[src/rtl/btn_debounce_multi.sv]
// N-channel push-button conditioner: synchroniser, tick-based debounce, press/release
// pulses and optional auto-repeat. 'release' and 'repeat' are reserved words, hence *_pulse.
module btn_debounce_multi #(
    parameter int CHANNELS       = 2,
    parameter int TICK_DIV       = 25000,
    parameter int DEBOUNCE_TICKS = 20,
    parameter int REPEAT_DELAY   = 500,
    parameter int REPEAT_RATE    = 100,
    parameter int ACTIVE_LOW     = 0
) (
    input  logic                clk,
    input  logic                rstn,
    input  logic [CHANNELS-1:0] btn_raw,
    input  logic [CHANNELS-1:0] repeat_en,
    output logic [CHANNELS-1:0] level,
    output logic [CHANNELS-1:0] press,
    output logic [CHANNELS-1:0] release_pulse,
    output logic [CHANNELS-1:0] repeat_pulse,
    output logic [CHANNELS-1:0] hold
);

    localparam int TW   = (TICK_DIV > 1) ? $clog2(TICK_DIV) : 1;
    localparam int DW   = $clog2(DEBOUNCE_TICKS + 1);
    localparam int RMAX = (REPEAT_DELAY > REPEAT_RATE) ? REPEAT_DELAY : REPEAT_RATE;
    localparam int RW   = $clog2(RMAX + 1);

    typedef enum logic [1:0] {IDLE, DELAY, REPEAT} rpt_state_t;

    logic [CHANNELS-1:0] norm, sync1, s;
    logic [TW-1:0]       pcnt;
    logic                tick;
    logic [DW-1:0]       dcnt [CHANNELS];
    logic [CHANNELS-1:0] deb_done, rise_ev, fall_ev;
    rpt_state_t          state [CHANNELS];
    rpt_state_t          state_nx [CHANNELS];
    logic [RW-1:0]       rcnt [CHANNELS];
    logic [RW-1:0]       rcnt_nx [CHANNELS];
    logic [CHANNELS-1:0] rep_nx, hold_nx;

    assign norm = (ACTIVE_LOW != 0) ? ~btn_raw : btn_raw;

    // NOTE: sequential state uses non-blocking (<=) so every flop samples pre-edge values.
    always_ff @(posedge clk or negedge rstn) begin
        if (!rstn) begin
            sync1 <= '0;
            s     <= '0;
        end else begin
            sync1 <= norm;
            s     <= sync1;
        end
    end

    assign tick = (pcnt == TW'(TICK_DIV - 1));

    always_ff @(posedge clk or negedge rstn) begin
        if (!rstn)     pcnt <= '0;
        else if (tick) pcnt <= '0;
        else           pcnt <= pcnt + 1'b1;
    end

    // NOTE: every always_comb output gets a default first, otherwise a latch is inferred.
    always_comb begin
        deb_done = '0;
        for (int c = 0; c < CHANNELS; c++) begin
            deb_done[c] = (s[c] != level[c]) && tick && (dcnt[c] == DW'(DEBOUNCE_TICKS - 1));
        end
    end

    assign rise_ev = deb_done & s;
    assign fall_ev = deb_done & ~s;

    // NOTE: per-channel counter arrays are control state, so they are reset like any flop.
    always_ff @(posedge clk or negedge rstn) begin
        if (!rstn) begin
            level         <= '0;
            press         <= '0;
            release_pulse <= '0;
            for (int c = 0; c < CHANNELS; c++) dcnt[c] <= '0;
        end else begin
            press         <= rise_ev;
            release_pulse <= fall_ev;
            for (int c = 0; c < CHANNELS; c++) begin
                if (s[c] == level[c]) begin
                    dcnt[c] <= '0;
                end else if (deb_done[c]) begin
                    level[c] <= s[c];
                    dcnt[c]  <= '0;
                end else if (tick) begin
                    dcnt[c] <= dcnt[c] + 1'b1;
                end
            end
        end
    end

    // Exit (release or enable drop) is tested before expiry so it always wins.
    always_comb begin
        rep_nx  = '0;
        hold_nx = '0;
        for (int c = 0; c < CHANNELS; c++) begin
            state_nx[c] = state[c];
            rcnt_nx[c]  = rcnt[c];
            case (state[c])
                IDLE: begin
                    if (rise_ev[c] && repeat_en[c]) begin
                        state_nx[c] = DELAY;
                        rcnt_nx[c]  = '0;
                    end
                end
                DELAY, REPEAT: begin
                    if (fall_ev[c] || !repeat_en[c]) begin
                        state_nx[c] = IDLE;
                        rcnt_nx[c]  = '0;
                    end else if (tick) begin
                        if (rcnt[c] == ((state[c] == DELAY) ? RW'(REPEAT_DELAY - 1)
                                                            : RW'(REPEAT_RATE - 1))) begin
                            rep_nx[c]   = 1'b1;
                            rcnt_nx[c]  = '0;
                            state_nx[c] = REPEAT;
                        end else begin
                            rcnt_nx[c] = rcnt[c] + 1'b1;
                        end
                    end
                end
                default: begin
                    state_nx[c] = IDLE;
                    rcnt_nx[c]  = '0;
                end
            endcase
            hold_nx[c] = (state_nx[c] == REPEAT);
        end
    end

    always_ff @(posedge clk or negedge rstn) begin
        if (!rstn) begin
            repeat_pulse <= '0;
            hold         <= '0;
            for (int c = 0; c < CHANNELS; c++) begin
                state[c] <= IDLE;
                rcnt[c]  <= '0;
            end
        end else begin
            repeat_pulse <= rep_nx;
            hold         <= hold_nx;
            for (int c = 0; c < CHANNELS; c++) begin
                state[c] <= state_nx[c];
                rcnt[c]  <= rcnt_nx[c];
            end
        end
    end

endmodule

[config.mk]
export PLATFORM = sky130hd
export DESIGN_NAME = btn_debounce_multi
export DESIGN_NICKNAME = d
export VERILOG_FILES = /design/src/rtl/btn_debounce_multi.sv
export SDC_FILE = /design/constraint.sdc
export NUM_CORES = 1
export LEC_CHECK = 0
export CAP_MARGIN = 5
export CORE_UTILIZATION = 60
export DETAILED_ROUTE_END_ITERATION = 10
export PLACE_DENSITY = 0.8
export REMOVE_ABC_BUFFERS = 1
export SLEW_MARGIN = 10
export SYNTH_ARGS = -nofsm -noshare
export SYNTH_HDL_FRONTEND = slang
export SYNTH_SLANG_ARGS = --single-unit
[constraint.sdc]
create_clock -name clk -period 3.2 [get_ports clk]
set_input_delay 0.64 -clock clk [delete_from_list [all_inputs] [get_ports clk]]
set_output_delay 0.64 -clock clk [all_outputs]
set_load 0.01 [all_outputs]
# Word-level counts from Yosys, hierarchy flattened
# Cells that the tools add are included.
# classes
n_bitwise,5
eq_ne,19
mux,37
addsub,5
n_reduce_logical,20
# op_table
operator,n
9-bit two-way mux,10
9-bit one-hot mux with 2 select lines,2
5-bit two-way mux,6
"9-bit by 1-bit adder with 9-bit output, second input constant",2
9-bit equality test,2
2-bit two-way mux,8
"15-bit by 1-bit adder with 15-bit output, second input constant",1
"15-bit equality test, second input constant",1
15-bit two-way mux,1
"5-bit by 1-bit adder with 5-bit output, second input constant",2
"5-bit equality test, second input constant",2
"2-bit equality test, second input constant",4
1-bit two-way mux,8
2-bit one-hot mux with 2 select lines,2
2-bit AND reduction,4
1-bit logical AND,6
"3-bit != test, second input constant",2
3-bit nonzero test,2
2-bit bitwise AND,2
"2-bit by 1-bit equality test with 1-bit output, second input constant",2
2-bit logical NOT,2
"2-bit != test, second input constant",2
2-bit OR reduction,2
1-bit equality test,2
5 further kinds,9
# word_totals
ff_bits,61
out_inout_bits,10
word_cells,101
input_bits,6

# Logic depth before layout (Yosys ltp)
# depth
word_depth,8
depth_mapped,9
ltp_nobuf,7

# Least setup slack after synthesis
# Ideal clock, no wire load.
# synth_path
path_type,register to register
start,register state[2] (netlist bit)
end,register rcnt[12] (netlist bit)
synth_period_minus_slack_ps,2310
setup_ps,121
t_arrival_ps,2189
path_buffers,1
required_ps,3079
slack_ps,890
path_stages_with_launch,8
cell_sequence,dfrtp_1 ha_1 or4_4 a2111oi_4 a211oi_2 and3_4 buf_6 a22o_1
# synth_between
elab_chain_cells,7
elab_cells_between_ends,13
cone_classes,eq/ne (5); mux (5); reduce/logical (3)
# synth_rtl
item,line,text
from (decl),34,rpt_state_t state [CHANNELS];
"from (signal, indexed assignment)",145,state[c] <= state_nx[c];
2-bit by 1-bit equality test with 1-bit output,"102, 114",
9-bit two-way mux,114,if (rcnt[c] == ((state[c] == DELAY) ? RW'(REPEAT_DELAY - 1)
9-bit equality test,114,
9-bit two-way mux,114,
9-bit two-way mux,113,end else if (tick) begin
9-bit two-way mux,110,if (fall_ev[c] || !repeat_en[c]) begin
9-bit one-hot mux with 2 select lines,102,case (state[c])
"to (signal, indexed assignment)",146,rcnt[c] <= rcnt_nx[c];
to (decl),36,logic [RW-1:0] rcnt [CHANNELS];
# Several ways; a longest one is shown, not always the timed one. The select of a mux whose other input is x is not followed.
# A chain may end at the register's enable or synchronous reset.

# Final worst setup path
# layout_path
start,register state[1] (netlist bit)
end,register rcnt[5] (netlist bit)
# The elaborated chain is that of the path after synthesis.

==> metrics.cfg <==
[logic_synthesis]
synth_compound_area_share_pct=17.2
yosysUniqueCellTypes=61
synth-seq-area-share_pct=48.1
yosysTopAreaCell=dfrtp_1
syn_inst=307
synth_top_cell_area_share_pct=48.1
synth-adder-area-share_pct=4.33
yosys.area_share.simple_pct=22.7
synth_ff_type=dfrtp_1
synth_area_mm2=0.00318
synthTopCellsByArea=dfrtp_1 (48%), ha_1 (4.3%), nor2_1 (3.5%), nand3_1 (2.8%), a22o_1 (2.8%)
muxShareOfSynthArea_pct=1.02
netlist_top_cells_count=dfrtp_1 (61), nor2_1 (30), nand2_1 (18), nand3_1 (18), a21oi_1 (13)
synth_edf_count=0
synth_top_family_by_area=simple AND/OR/NAND/NOR gates
yosysWarnings=0
yosysMostFrequentCell=dfrtp_1
synth.avg_cell_area_um2=10.3
synth_async_sr_flop_share_pct=100
ys_ff_latch=61
synth_xor_area_share_pct=4.41

[setup_path]
cp_slowest_stage_delay_ns=0.54
path_delay_family=compound AO/OA/AOI/OAI gates
crit_chain=inv_1 > ha_1 > or4_1 > a2111oi_2 > a211o_2 > a21oi_2 > a221o_1
r2r.worst_path.cells=7
r2r_end=rcnt[5]
crit_buf_inv=1
cp-end-kind=register
timing.rr.start=state[1]
crit_arrival_ns=2.73
path_class=reg2reg
critical-path-slowest-cell=or4_1
ff2ff_setup_slack_ns=0.70
cp.required_ns=3.42
startpoint_type=register
path_max_fanout=8

[layout]
fin_cells=407
num-fill-cells=398
layout-drive-gt1-share_pct=9.50
syn_to_final_growth_pct=13.4
fin_util_pct=70.5
fin_nets=349
n_antenna_cell=0

[job]
max_cap_violations=0

[global_route]
grt_overflow=0
first_global_vias=2223
grt_pass1_wl_um=9960
antenna_found_initial=0
grt_usage_pct=24.3
grt_start_max_net_pins=29

[route]
routedWlPerCell_um=14.6
firstDrtPassIters=5
wl_met1_um=2800
wirelength_um=5960
drtIter0Drc=120
wl_met2_um=2750
via_count=2435
ant_nets=0
top_layer_used=met4
remaining_drc_errors=0
viasPerCell=5.98
wl_met3_um=229

[clocking]
htreeDepth=3
cts_resized=0
root_buffer=clkbuf_8
cts_setup_buffers=0
clk_latency_ns=0.34
cts_buffers=9
clkTransAtPathRegs_ns=0.07
clock_sinks=61
cts_tree=yes
clk_path_buf_depth=2
ctsHoldBuffers=0

[power]
ir_worst_vdd_uv=270
power_density_mw_per_mm2=409
p_leak_nw=1.59

[floorplanning]
initial_utilization_pct=62.2
io_pins=16
die_h_um=74.8
dieArea_mm2=0.00559
core.rowCount=26
fp.dieW_um=74.8
coreArea_mm2=0.00511

[worst_hold_path]
hp-class=in2async

[sta]
fin_skew_ns=0.0103
rsz0062_at_grt=no
whs_ns=0.312
timing.final.crit_share_pct=78.2
fin_tns_setup_ns=0
max_clock_freq_mhz=399
period_needed_ns=2.50
maxSlewViolCount=0
relSlewSlack_pct=52.2
setup_viol=0
final_hold_viol_count=0
worst_slew_pin_slew_ns=0.716

[place]
dp.cells=391
numPortBuffers=15
place.gp.congestion=0.872
dp_hpwl_um=4220

[run_status]
outcome=complete, no violations

kinds of logic (layout without fill, tap and decap cells):
| family | Yosys count | count (layout) |
|---|---|---|
| xor+xnor | 16 | 16 |
| flops | 61 | 61 |
| mux | 3 | 3 |
| simple gates | 127 | 127 |
| buf+inv | 16 | 46 |
| fa+ha+maj | 11 | 11 |
| compound gates | 73 | 73 |
through the flow:
stage | setup slack [ns] | total power, W | instance area [um^2]
6_report | 0.696 | 0.00147 | 3600
3_5_place_dp | 0.726 | 0.000818 | 3410
5_1_grt | 0.544 | 0.00152 | 3600
2_1_floorplan | 0.877 | 0.000793 | 3150
4_1_cts | 0.707 | 0.00149 | 3600
3_3_place_gp | 0.744 | 0.000818 | 3410
state kept, by name (all words and copies together), names as in the netlist:
name	count
dcnt	10
hold	2
level	2
pcnt	15
press	2
rcnt	18
release_pulse	2
repeat_pulse	2
s	2
state	4
sync1	2
per-layer routing:
metal | GRT usage, % | vias to the layer above
li1 | - | 1193
met1 | 31.0 | 1166
met2 | 37.9 | 60
met3 | 6.56 | 16
met4 | 13.0 | 0
met5 | 0 | -
where the power goes:
group	internal [W]	total [W]	switching, W
clock	0.000375	0.000668	0.000293
sequential	0.000774	0.000775	0.00000168
combinational	0.00000837	0.0000271	0.0000187
total	0.00116	0.00147	0.000313
cell type report:
type | count | area (um^2) | share of cell area [%]
multi-input combinational | 230 | 1580 | 43.8
sequential | 61 | 1530 | 42.4
timing repair buffer | 19 | 175 | 4.87
clock buffer | 11 | 141 | 3.93
tap | 70 | 87.6 | 2.43
clock inverter | 5 | 50.0 | 1.39
inverter | 11 | 41.3 | 1.15
cell usage in the layout, fill, tap and decap left out, types with 2 or more instances in the layout:
cell              n
dfrtp_1          61
nor2_1           30
nand2_1          18
nand3_1          18
clkdlybuf4s50_1  14
a21oi_1          13
inv_1            11
ha_1             11
xor2_1           10
o21ai_0          10
a22o_1           10
clkbuf_8         10
nand4_1           9
nor2b_1           8
xnor2_1           6
nand2b_1          5
nand3b_1          5
nor3_1            5
and3_1            5
a211o_1           5
and3b_1           4
o31ai_1           4
o22ai_1           4
clkinv_2          4
buf_4             4
a21o_1            3
or3_1             3
o21ai_1           3
and2_1            2
and4b_1           2
or4_1             2
o21bai_1          2
a31oi_1           2
a221o_1           2
mux2_2            2
worst max-delay path by stage:
stage / start / to / slack [ns] / cells after the start
after global routing: state[3] / rcnt[17] / 0.54 / 7
after floorplan: state[2] / rcnt[12] / 0.88 / 6
after global placement: state[1] / rcnt[5] / 0.74 / 7
after detailed placement: state[3] / rcnt[17] / 0.73 / 7
final: state[1] / rcnt[5] / 0.70 / 7
after CTS: state[1] / rcnt[5] / 0.71 / 7
No activity file was read; power rests on OpenSTA's default activity.
